--- config.mk ---
export PLATFORM = sky130hd
export DESIGN_NAME = serial_demux_32
export DESIGN_NICKNAME = d
export VERILOG_FILES = /design/src/rtl/serial_demux_32_pkg.sv /design/src/rtl/serial_demux_32_decoder.sv /design/src/rtl/serial_demux_32.sv
export SDC_FILE = /design/constraint.sdc
export NUM_CORES = 1
export LEC_CHECK = 0
export BUFFER_PORTS_ARGS = -buffer_cell sky130_fd_sc_hd__buf_2
export CAP_MARGIN = 5
export CORE_MARGIN = 2
export CORE_UTILIZATION = 52
export DETAILED_ROUTE_END_ITERATION = 16
export PLACE_DENSITY = 0.78
export SLEW_MARGIN = 15
export SYNTH_ARGS = -nofsm -noshare
export SYNTH_HDL_FRONTEND = slang
export SYNTH_SLANG_ARGS = --single-unit
--- constraint.sdc ---
create_clock -name clock -period 2.2 [get_ports clock]
set_input_delay 0 -clock clock [delete_from_list [all_inputs] [get_ports clock]]
set_output_delay 0 -clock clock [all_outputs]
set_load 0.1 [all_outputs]
--- src/rtl/serial_demux_32_pkg.sv ---
// Shared constants for the serial bit-steering deserializer.
package serial_demux_32_pkg;

    localparam int DEFAULT_WIDTH = 32;
    localparam int DEFAULT_IDX_W = 5;

endpackage

--- src/rtl/serial_demux_32_decoder.sv ---
// 5-to-32 one-hot write-enable decoder; all outputs low when disabled.
module decoder_5_32 (
    input  logic [4:0]  i_idx,
    input  logic        i_en,
    output logic [31:0] o_onehot
);

    always_comb begin
        o_onehot = '0;
        if (i_en) begin
            o_onehot[i_idx] = 1'b1;
        end
    end

endmodule

--- src/rtl/serial_demux_32.sv ---
// Serial-to-parallel deserializer: each accepted bit is steered into its word
// position through a one-hot decoder, and full words leave on a registered valid/ready port.
module serial_demux_32
    import serial_demux_32_pkg::*;
#(
    parameter int WIDTH     = DEFAULT_WIDTH,
    parameter int IDX_W     = DEFAULT_IDX_W,
    parameter bit MSB_FIRST = 1'b0
) (
    input  logic             clock,
    input  logic             reset,
    input  logic             clear,
    input  logic             in_bit,
    input  logic             in_valid,
    output logic             in_ready,
    output logic [WIDTH-1:0] out_data,
    output logic             out_valid,
    input  logic             out_ready,
    output logic [IDX_W-1:0] bit_count
);

    logic [1:0]       r_rstSync;
    logic             w_rstN;
    logic [IDX_W-1:0] r_idx;
    logic [WIDTH-1:0] r_asm;
    logic [WIDTH-1:0] r_outData;
    logic             r_outValid;
    logic             w_last;
    logic             w_inReady;
    logic             w_accept;
    logic [IDX_W-1:0] w_pos;
    logic [31:0]      w_we32;
    logic [WIDTH-1:0] w_we;
    logic [WIDTH-1:0] w_nextWord;

    // Reset asserts immediately but is released only on a clock edge.
    always_ff @(posedge clock or negedge reset) begin
        if (!reset) begin
            r_rstSync <= 2'b00;
        end else begin
            r_rstSync <= {r_rstSync[0], 1'b1};
        end
    end

    assign w_rstN = r_rstSync[1];

    assign w_last    = (r_idx == IDX_W'(WIDTH - 1));
    assign w_inReady = w_rstN && !clear && !(w_last && r_outValid && !out_ready);
    assign w_accept  = in_valid && w_inReady;
    assign w_pos     = MSB_FIRST ? (IDX_W'(WIDTH - 1) - r_idx) : r_idx;

    decoder_5_32 u_decoder (
        .i_idx    (5'(w_pos)),
        .i_en     (w_accept),
        .o_onehot (w_we32)
    );

    assign w_we = w_we32[WIDTH-1:0];

    always_comb begin
        w_nextWord = r_asm;
        for (int i = 0; i < WIDTH; i++) begin
            if (w_we[i]) begin
                w_nextWord[i] = in_bit;
            end
        end
    end

    // A final accept reloads the output even while the old word is being taken,
    // so back-to-back words leave without a bubble.
    always_ff @(posedge clock or negedge w_rstN) begin
        if (!w_rstN) begin
            r_idx      <= '0;
            r_asm      <= '0;
            r_outData  <= '0;
            r_outValid <= 1'b0;
        end else begin
            if (r_outValid && out_ready) begin
                r_outValid <= 1'b0;
            end
            if (clear) begin
                r_idx <= '0;
                r_asm <= '0;
            end else if (w_accept) begin
                if (w_last) begin
                    r_outData  <= w_nextWord;
                    r_outValid <= 1'b1;
                    r_idx      <= '0;
                    r_asm      <= '0;
                end else begin
                    r_asm <= w_nextWord;
                    r_idx <= r_idx + IDX_W'(1);
                end
            end
        end
    end

    assign in_ready  = w_inReady;
    assign out_data  = r_outData;
    assign out_valid = r_outValid;
    assign bit_count = r_idx;

endmodule

# Word level (Yosys, flattened, before mapping)
# Cells that the tools add are included.
totals:
  ff_bits: 72
  latchBits: 0
  ramBits: 0
  rom_bits: 0
  in_bits: 6
  output_inout_bits: 39
  elab_cells: 67
  mem_count: 0
op_classes:
  addsub: 1
  mul: 0
  div_mod_pow: 0
  n_lt_le_gt_ge: 2
  eq_ne: 1
  shift: 0
  mux: 45
  bitwise: 1
  reduce_logical: 12
op_table:
  columns: ["op", "n"]
  rows:
  - ["32-bit 2-to-1 mux", 4]
  - ["1-bit 2-to-1 mux", 37]
  - ["5-bit 2-to-1 mux", 3]
  - ["1-bit logical AND", 7]
  - ["5-bit by 6-bit less-than comparator with 1-bit output (second input constant)", 1]
  - ["5-bit by 1-bit adder with 5-bit output (second input constant)", 1]
  - ["1-bit demux with 5-bit select", 1]
  - ["5-bit equality test (second input constant)", 1]
  - ["5-bit by 1-bit greater-or-equal comparator with 1-bit output (second input constant)", 1]
  - ["1-bit zero test", 3]
  - ["3-bit AND reduction", 1]
  - ["2-bit nonzero test", 1]
  - ["1-bit inverter", 1]

# Longest topological paths before layout
# Gate-level depths: netlist of run 1.
depth:
  word_depth: 11
  depth_mapped: 10

# Modules after synthesis
# From an unflattened synthesis of run 1, not the netlist that was laid out.
hier_totals:
  cells_unflattened: 369
  hier_area_um2: 3912.5
by_module_without_submodules:
  columns: ["module", "instances", "cells_each", "area_each_um2", "seq_area_each_um2"]
  rows:
  - ["serial_demux_32", 1, 322, 3682.3, 1801.7]
  - ["decoder_5_32", 1, 47, 230.2, 0.0]

# Worst setup path after synthesis of run 1
# OpenSTA, ideal clock, no wires.
synth_timing:
  path_type: "reg-to-reg"
  start: "register r_rstSync[1]"
  end: "register r_outData[31] (netlist: out_data[31])"
  setup_ns: 0.082
  arrival_ns: 3.052
  slack_ns: -0.934
  stages_incl_launch_ff: 6
  path_buffers: 1
  period_less_slack_ns: 3.134
  cell_sequence: "dfrtp_1 and3b_2 buf_6 nand2_4 or3_1 a31oi_1"
synth_between:
  elab_chain_len: 5
synth_rtl:
  columns: ["item", "line", "rtl"]
  rows:
  - ["start: declaration", "serial_demux_32.sv:22", "logic [1:0] r_rstSync;"]
  - ["start signal: assignment", "serial_demux_32.sv:41", "r_rstSync <= {r_rstSync[0], 1'b1};"]
  - ["1-bit logical AND (*) (2 in series)", "serial_demux_32.sv:48", "assign w_inReady = w_rstN && !clear && !(w_last && r_outValid && !out_ready);"]
  - ["1-bit logical AND (*)", "serial_demux_32.sv:49", "assign w_accept = in_valid && w_inReady;"]
  - ["32-bit 2-to-1 mux", "serial_demux_32_decoder.sv:10", "if (i_en) begin"]
  - ["1-bit 2-to-1 mux", "serial_demux_32.sv:63", "if (w_we[i]) begin"]
  - ["end signal: assignment", "serial_demux_32.sv:86", "r_outData <= w_nextWord;"]
  - ["end: declaration", "serial_demux_32.sv:26", "logic [WIDTH-1:0] r_outData;"]
# Every way passes the cells marked *; elsewhere a longest branch is shown, timed or not.
# A chain may end at the register's enable or synchronous reset.

# Final worst setup path of run 1
layout_timing:
  start: "register r_idx[0] (netlist: bit_count[0])"
  end: "output in_ready"
layout_between:
  elab_chain_len: 5
layout_rtl:
  columns: ["item", "line", "rtl"]
  rows:
  - ["start: declaration", "serial_demux_32.sv:24", "logic [IDX_W-1:0] r_idx;"]
  - ["start signal: assignment", "serial_demux_32.sv:92", "r_idx <= r_idx + IDX_W'(1);"]
  - ["5-bit equality test", "serial_demux_32.sv:47", "assign w_last = (r_idx == IDX_W'(WIDTH - 1));"]
  - ["1-bit logical AND (2 in series)", "serial_demux_32.sv:48", null]
  - ["1-bit zero test", "serial_demux_32.sv:48", null]
  - ["1-bit logical AND", "serial_demux_32.sv:48", null]
  - ["end: declaration", "serial_demux_32.sv:15", "output logic in_ready,"]
# No other way between the ends.

==> impl_metrics.yaml, run 1 <==
power:
  power_density_mw_per_mm2: 596
  cellLeakagePower_uw: 0.00216
  ir_worst_vdd_v: 0.000396
sta:
  fin_crit_ns: 2.13
  fin_crit_sh_pct: 97.0
  skew_ns: 0.00769
  final_hold_viol_count: 0
  maxSlewViolCount: 0
  setup_viol: 0
  setup_tns_ns: 0
  max_freq_mhz: 469
  worst_pin_slew_ns: 0.740
  slew-limit-headroom_pct: 50.7
  rsz0062_at_grt: "false"
drt:
  vias: 3344
  viasPerCell: 6.08
  ant_nets: 0
  remaining_drc_errors: 0
  drt_iter0_drc: 384
  routed_wl_um: 9680
  avgRoutedWirePerCell_um: 17.6
  firstDrtPassIters: 5
synth:
  synth_area_leaders: "dfrtp_1, o21ai_0, a21oi_1"
  synthTopCellsByCount: "o21ai_0, dfrtp_1, a21oi_1, nor2_1"
  synth_compound_area_share_pct: 23.0
  synth_xor_area_share_pct: 0
  postSynthCellCount: 404
  yosys.area_share.simple_pct: 16.3
  synthMostInstantiatedCell: "o21ai_0"
  synth_flop_cell: "dfrtp_1"
  netlist.area_leader.share_pct: 48.9
  synthAdderAreaFrac_pct: 1.70
  synth-edff-count: 0
  syn_avg_cell_area_um2: 9.13
  synth_area_mm2: 0.00369
  yosysSeqAreaShare_pct: 48.9
  ys_seq_elements: 72
  synthMuxAreaShare_pct: 4.61
  synth_warnings: 0
  synth.distinct_cells: 38
  synth_top_family_by_area: "compound AO/OA/AOI/OAI gates"
  syn_nets: 415
  async_flop_share_pct: 100
  yosysTopAreaCell: "dfrtp_1"
setup_path:
  cp_num_cells: 7
  crit_family: "simple AND/OR/NAND/NOR gates"
  crit_slowest_cell: "dfrtp_4"
  ff2ff_path_depth: 8
  cp-end-kind: "output pin"
  start_kind: "flip-flop"
  crit_chain: "ha_4 -> and3_4 -> ha_4 -> nand3b_4 -> buf_6 -> and3b_4 -> buf_12"
  critPathMaxStageDelay_ns: 0.50
  crit_fanout: 13
  crit_required_ns: 2.20
  crit_top_cell: "ha_4"
  crit_arrival_ns: 2.13
  worstSetupPathType: "flip-flop to output pin"
  path_buf_inv: 2
clock_network:
  clockBufferDepth: 2
  clkTransAtPathRegs_ns: 0.08
  cts-htree-levels: 3
  clkSinkCount: 72
  post_cts_buffers: 0
  cts_tree: "built"
  clk_latency_ns: 0.36
  cts-root-buf: "clkbuf_8"
  numCtsBuffers: 9
floorplanning:
  num_rows: 30
  die_area_mm2: 0.00778
  coreArea_mm2: 0.00683
  io_pins: 45
  dieWidth_um: 88.2
  initial_utilization_pct: 54.0
  die_h_um: 88.2
final_layout:
  multi_input_comb_area_mm2: 0.00174
  fin_util_pct: 63.7
  stdcell_count: 550
  num-fill-cells: 609
  syn_to_final_growth_pct: 18.0
  regArea_mm2: 0.00182
  num_antenna_cells: 0
  drive_gt1_share_pct: 23.8
  fin_nets: 460
worst_hold_path:
  min_path_type: "input port to flip-flop"
  min_delay_path_depth: 4
grt:
  grt_pass1_vias: 3066
  met2_usage_pct: 38.8
  grt_pass1_wl_um: 15800
  gr-usage-met1_pct: 38.7
  grt_overflow: 0
  gr-usage-all-layers_pct: 26.7
  antenna_found_initial: 0
  grt_max_degree: 61
  grt-busiest-layer: "met2"
  met3_usage_pct: 4.71
place:
  hpwl_um: 6170
  placedCellCount: 530
  place.gp.congestion: 0.897
  portBuffers: 44
flow_run:
  drv_cap: 0
run_status:
  status: "complete, no violations"
-- path summary, 6_finish.rpt --
check	start	endpoint	slack [ns]
min in group asynchronous	r_rstSync[1]	r_asm[1]	0.31
max reg2reg	bit_count[0]	r_asm[0]	0.09
max	bit_count[0]	in_ready	0.07
min reg2reg	r_rstSync[1]	r_asm[1]	0.31
max in group asynchronous	r_rstSync[1]	r_asm[3]	1.16
min	in_bit	r_asm[31]	0.17
-- area by class of cell --
cell class                      instances  share of cell area, %
Clock inverter                          7                   1.67
Inverter                                3                  0.259
Multi-Input combinational cell        291                   40.1
Sequential cell                        72                   41.7
Timing Repair Buffer                   72                   10.6
Tap cell                               96                   2.76
Clock buffer                            9                   2.85
-- sequential cells by signal (all words and copies together) (netlist names) --
signal,flops
out_data,32
bit_count,5
r_asm,32
out_valid,1
r_rstSync,2
-- cells in the final DEF, fill, tap and decap left out, types with 4 or more instances in the layout --
cell,n
o21ai_0,75
a21oi_1,67
dfrtp_1,67
buf_2,43
nor2_1,35
buf_4,22
nand4_1,17
mux2i_1,17
a31oi_1,14
clkbuf_8,9
nand2_1,8
nand3_1,7
and3_1,5
o21ai_1,5
nand3b_1,4
dlygate4sd3_1,4
-- worst reg2reg max path, cell delays in order, from the launching register on --
cell and delay, ns:
dfrtp_4 0.50, ha_4 0.17, and3_4 0.18, ha_4 0.18
nand4bb_1 0.32, buf_6 0.29, a21oi_1 0.17, o21ai_0 0.12
o21ai_0 0.10
-- routing by layer --
| layer | wire (um) | share of wire [%] |
|---|---|---|
| met5 | 0 | 0 |
| met4 | 225 | 2.3 |
| met3 | 708 | 7.3 |
| met2 | 4410 | 46 |
| met1 | 4330 | 45 |
-- power by group --
part | switching (uW) | internal, uW
clock network | 539 | 523
registers | 4.89 | 1330
logic | 145 | 53.2
total | 688 | 1910
-- logic make-up after synthesis --
logic type,count (synthesis)
compound gates,164
fa+ha+maj,5
buf+inv,41
flops,72
mux,17
other cells,1
simple gates,104
-- what timing repair did --
action / CTS / global route
hold buffers: 4 / 0
setup endpoints to repair: 0 / 4
gates resized for setup: 0 / 4
hold endpoints to repair: 7 / 0
-- per-stage QoR --
stage / area, um^2 / hold slack, ns / power (uW) / worst slack [ns]
detailed placement: 4100 / -0.214 / 1550 / 0.140
global placement: 4100 / -0.212 / 1550 / 0.222
CTS: 4330 / 0.157 / 2600 / 0.0350
global route: 4350 / 0.194 / 2680 / 0.00373
finish: 4350 / 0.167 / 2590 / 0.0656
floorplan: 3770 / -0.296 / 1490 / 0.00305
Power figures use the tool's default switching activity.
==> run 2: changes to the inputs <==
--- a/config.mk
+++ b/config.mk
@@ -10,6 +10,7 @@
 export CORE_MARGIN = 2
 export CORE_UTILIZATION = 52
 export DETAILED_ROUTE_END_ITERATION = 16
+export GPL_TIMING_DRIVEN = 0
 export PLACE_DENSITY = 0.78
 export SLEW_MARGIN = 15
 export SYNTH_ARGS = -nofsm -noshare
==> impl_metrics.yaml, run 2 (synthesis results as in run 1) <==
run_status:
  status: "complete, no violations"
drt:
  drt_iter0_drc: 281
  routed_wl_um: 11000
  vias: 3440
  firstDrtPassIters: 7
  remaining_drc_errors: 0
  avgRoutedWirePerCell_um: 19.3
  ant_nets: 0
  viasPerCell: 6.07
place:
  portBuffers: 44
  place_area_mm2: 0.00411
  place.gp.congestion: 0.912
  hpwl_um: 7070
  pre_cts_ws_ns: -0.375
final_layout:
  drive_gt1_share_pct: 25.1
  final_cell_mix: "a21oi_1, dfrtp_1, o21ai_0"
  multi_input_comb_area_mm2: 0.00175
  design_area_mm2: 0.00444
  regArea_mm2: 0.00182
  num_antenna_cells: 0
  fin_nets: 477
  num-fill-cells: 609
  syn_to_final_growth_pct: 20.5
sta:
  skew_ns: 0.00433
  slew-limit-headroom_pct: 64.2
  max_freq_mhz: 461
  final_hold_viol_count: 0
  fin_crit_ns: 2.17
  maxSlewViolCount: 0
  fin_crit_sh_pct: 98.6
  setup_viol: 0
  worst_pin_slew_ns: 0.535
  worst_slack_ns: 0.0317
  rsz0062_at_grt: "true"
setup_path:
  crit_arrival_ns: 2.17
  crit_fanout: 10
  start_kind: "flip-flop"
  rr_endpoint: "r_asm[25]"
  cp-end-kind: "output pin"
  crit_required_ns: 2.20
  r2r-start: "bit_count[1]"
  r2r_slack_ns: 0.06
  ff2ff_path_depth: 8
  worstSetupPathType: "flip-flop to output pin"
grt:
  grt_pass1_wl_um: 17600
  grt_max_degree: 37
  grt_overflow: 0
  gr-usage-all-layers_pct: 30.2
  grt_pass1_vias: 3356
  antenna_found_initial: 0
worst_hold_path:
  min_delay_path_depth: 3
  hold_start: "out_ready"
  min_path_type: "input port to flip-flop"
  min_to: "out_valid"
floorplanning:
  die_area_mm2: 0.00778
  coreArea_mm2: 0.00683
  initial_utilization_pct: 54.0
  io_pins: 45
  dieWidth_um: 88.2
  num_rows: 30
  die_h_um: 88.2
flow_run:
  drv_cap: 0
clock_network:
  cts-root-buf: "clkbuf_8"
  cts-htree-levels: 3
  clockBufferDepth: 2
  numCtsBuffers: 9
  clkSinkCount: 72
  cts_tree: "built"
  clkTransAtPathRegs_ns: 0.07
  clk_latency_ns: 0.35
power:
  cellLeakagePower_uw: 0.00221
  ir_worst_vdd_v: 0.000384
  power_density_mw_per_mm2: 592
-- run 2: metrics by stage --
step                hold slack, ns  util, %  setup TNS, ns  power (uW)  std cells
detailed placement          -0.214     60.1         -10.88        1550        544
CTS                       0.000726     64.8              0        2630        567
finish                     0.00789     65.1              0        2630        567
global placement            -0.215     60.1          -7.76        1540        544
floorplan                   -0.296        -              0        1490        404
global route                0.0187     65.1        -0.0531        2720        567
-- run 2: cell type report --
cell class	instances	area share, %
Multi-Input combinational cell	291	39.3
Timing Repair Buffer	53	7.71
Tap cell	96	2.70
Buffer	36	4.70
Clock inverter	3	0.901
Clock buffer	13	3.58
Inverter	3	0.253
Sequential cell	72	40.9
-- run 2: worst max path at each step --
stage	start	endpoint	slack [ns]	depth (start not counted)
after floorplan	bit_count[2]	out_data[13]	0.003	8
after global placement	r_rstSync[1]	out_data[5]	-0.36	6
after detailed placement	r_rstSync[1]	out_data[1]	-0.38	6
after CTS	bit_count[1]	out_data[12]	0.01	6
after global routing	bit_count[1]	in_ready	-0.02	7
final	bit_count[1]	in_ready	0.03	7
-- run 2: what timing repair did --
item	in CTS	in global routing
buffers inserted	6	0
hold endpoints to repair	6	0
setup endpoints to repair	66	38
cloned	0	0
gates resized for setup	14	14
hold buffers	3	0
-- run 2: worst max-delay path: stages, from the launching register on --
cell and delay [ns]:
dfrtp_4 0.52, ha_4 0.21, and3_4 0.19, ha_4 0.20
nand3b_4 0.13, buf_6 0.17, and3b_4 0.22, buf_12 0.17
-- run 2: routing by layer --
| metal | global-route usage (%) | vias up | part of all wire, % |
|---|---|---|---|
| li1 | - | 1584 | - |
| met1 | 42.4 | 1656 | 43 |
| met2 | 45.8 | 169 | 46 |
| met3 | 5.00 | 31 | 8.0 |
| met4 | 14.2 | 0 | 3.0 |
| met5 | 0 | - | 0 |
-- run 2: power by group --
group	internal, uW	switching [uW]	total (uW)
sequential	1330	13.7	1340
clock	583	497	1080
combinational	60.0	146	206
total	1970	657	2630
==> run 3: changes to the inputs <==
==> constraint.sdc (replaced) <==
create_clock -name clock -period 2.2 [get_ports clock]
set_input_delay 0 -clock clock [delete_from_list [all_inputs] [get_ports clock]]
set_output_delay 0 -clock clock [all_outputs]
set_load 0.01 [all_outputs]
==> impl_metrics.yaml, run 3 (synthesis results as in run 1) <==
run_status:
  status: "complete, no violations"
setup_path:
  crit_family: "simple AND/OR/NAND/NOR gates"
  cp-end-kind: "flip-flop"
  crit_chain: "ha_4 -> and3_2 -> ha_4 -> nand4bb_1 -> clkbuf_4 -> nor2_4 -> nand2_2 -> o21ai_1"
  start_kind: "flip-flop"
  crit_arrival_ns: 2.47
  crit_fanout: 8
  crit_top_cell: "ha_4"
  path_buf_inv: 1
  crit_required_ns: 2.47
  critPathMaxStageDelay_ns: 0.46
  crit_slowest_cell: "dfrtp_2"
  r2r-start: "bit_count[0]"
  crit_start: "bit_count[0]"
  worstSetupPathType: "flip-flop to flip-flop"
place:
  place.gp.congestion: 0.970
  hpwl_um: 6750
  portBuffers: 44
  pre_cts_ws_ns: -0.408
clock_network:
  numCtsBuffers: 9
  cts-htree-levels: 3
  clkSinkCount: 72
  cts_tree: "built"
  clkTransAtPathRegs_ns: 0.08
  clk_latency_ns: 0.36
  clockBufferDepth: 2
  cts-root-buf: "clkbuf_8"
drt:
  drt_iter0_drc: 466
  remaining_drc_errors: 0
  ant_nets: 0
  avgRoutedWirePerCell_um: 19.1
  drt-met1-wl_um: 4670
  dr_wl_met2_um: 4910
  vias: 3452
  firstDrtPassIters: 6
  highest_layer: "met4"
  viasPerCell: 6.08
  routed_wl_um: 10900
  wl_met3_um: 1010
final_layout:
  num_antenna_cells: 0
  syn_to_final_growth_pct: 20.7
  final_cell_mix: "dfrtp_1, a21oi_1, buf_2"
  layout_commonest_cell: "dfrtp_1"
  fin_nets: 478
  drive_gt1_share_pct: 24.8
  fin_util_pct: 65.1
  num-fill-cells: 590
power:
  power_density_mw_per_mm2: 610
  clkPwrFrac_pct: 43.8
  p_sw_uw: 660
  seq_power_share_pct: 49.5
  ir_worst_vdd_v: 0.000371
  intPower_uw: 2060
  p_sw_share_pct: 24.3
  comb_power_share_pct: 6.8
  cellLeakagePower_uw: 0.00220
floorplanning:
  coreArea_mm2: 0.00683
  dieWidth_um: 88.2
  die_area_mm2: 0.00778
  io_pins: 45
  initial_utilization_pct: 54.0
  num_rows: 30
  die_h_um: 88.2
grt:
  grt_pass1_vias: 3307
  grt_overflow: 0
  grt_pass1_wl_um: 17200
  grt_max_degree: 39
  gr-usage-all-layers_pct: 29.9
  antenna_found_initial: 0
sta:
  max_freq_mhz: 456
  worst_slack_ns: 0.00582
  hold_ws_ns: 0.207
  skew_ns: 0.00814
  maxSlewViolCount: 0
  fin_crit_ns: 2.19
  rsz0062_at_grt: "true"
  fin_crit_sh_pct: 99.7
  slew-limit-headroom_pct: 58.8
  final_hold_viol_count: 0
  setup_tns_ns: 0
  worst_pin_slew_ns: 0.619
  setup_viol: 0
flow_run:
  drv_cap: 0
worst_hold_path:
  hold_start: "in_bit"
  min_path_type: "input port to flip-flop"
[run 3: per-layer routing]
| metal | vias to the layer above | track usage (%) |
|---|---|---|
| met5 | - | 0 |
| met4 | 0 | 14.5 |
| met3 | 30 | 8.01 |
| met2 | 201 | 44.4 |
| met1 | 1633 | 40.8 |
| li1 | 1588 | - |
[run 3: final cells by class]
class                   count  area, um^2  share of cell area [%]
clock inverters             5        80.1                    1.80
well taps                  96         120                    2.70
repair buffers             54         330                    7.42
multi-input cells         291        1760                    39.4
inverters                   3        11.3                   0.253
flip-flops and latches     72        1810                    40.6
clock buffers              11         141                    3.18
plain buffers              36         204                    4.58
[run 3: through the flow]
step                power, uW  instance area (um^2)  instances
CTS                      2700                  4370        563
global placement         1510                  4040        544
global route             2800                  4450        568
finish                   2720                  4450        568
floorplan                1460                  3700        404
detailed placement       1520                  4040        544
[run 3: worst paths after layout]
| path | to | slack (ns) | depth (start not counted) |
|---|---|---|---|
| worst max register to register | r_asm[21] | 0.006 | 8 |
| min in group asynchronous | r_asm[18] | 0.23 | 0 |
| worst max-delay path | r_asm[21] | 0.006 | 8 |
| max in group asynchronous | bit_count[0] | 1.45 | 1 |
| worst min register to register | r_asm[18] | 0.23 | 0 |
| worst min-delay path | r_asm[31] | 0.21 | 4 |
[run 3: power by group through the flow]
stage	clock [uW]	combinational [uW]	sequential, uW
6_report	1190	183	1340
5_1_grt	1260	197	1340
4_1_cts	1200	155	1350
3_5_place_dp	0	129	1390
3_3_place_gp	0	127	1390
2_1_floorplan	0	81.9	1380
[run 3: worst reg2reg max path: cells and delay by family (launching register included)]
family	cells	cell delay, ns
compound gates	1	0.24
buf+inv	1	0.21
flops	1	0.46
simple gates	4	0.78
fa+ha+maj	2	0.42
[run 3: what timing repair did]
item	4_1_cts	5_1_grt
setup endpoints to repair	69	57
gates resized for setup	20	42
hold buffers	4	0
setup buffers	1	5
endpoints found under the hold margin	7	0
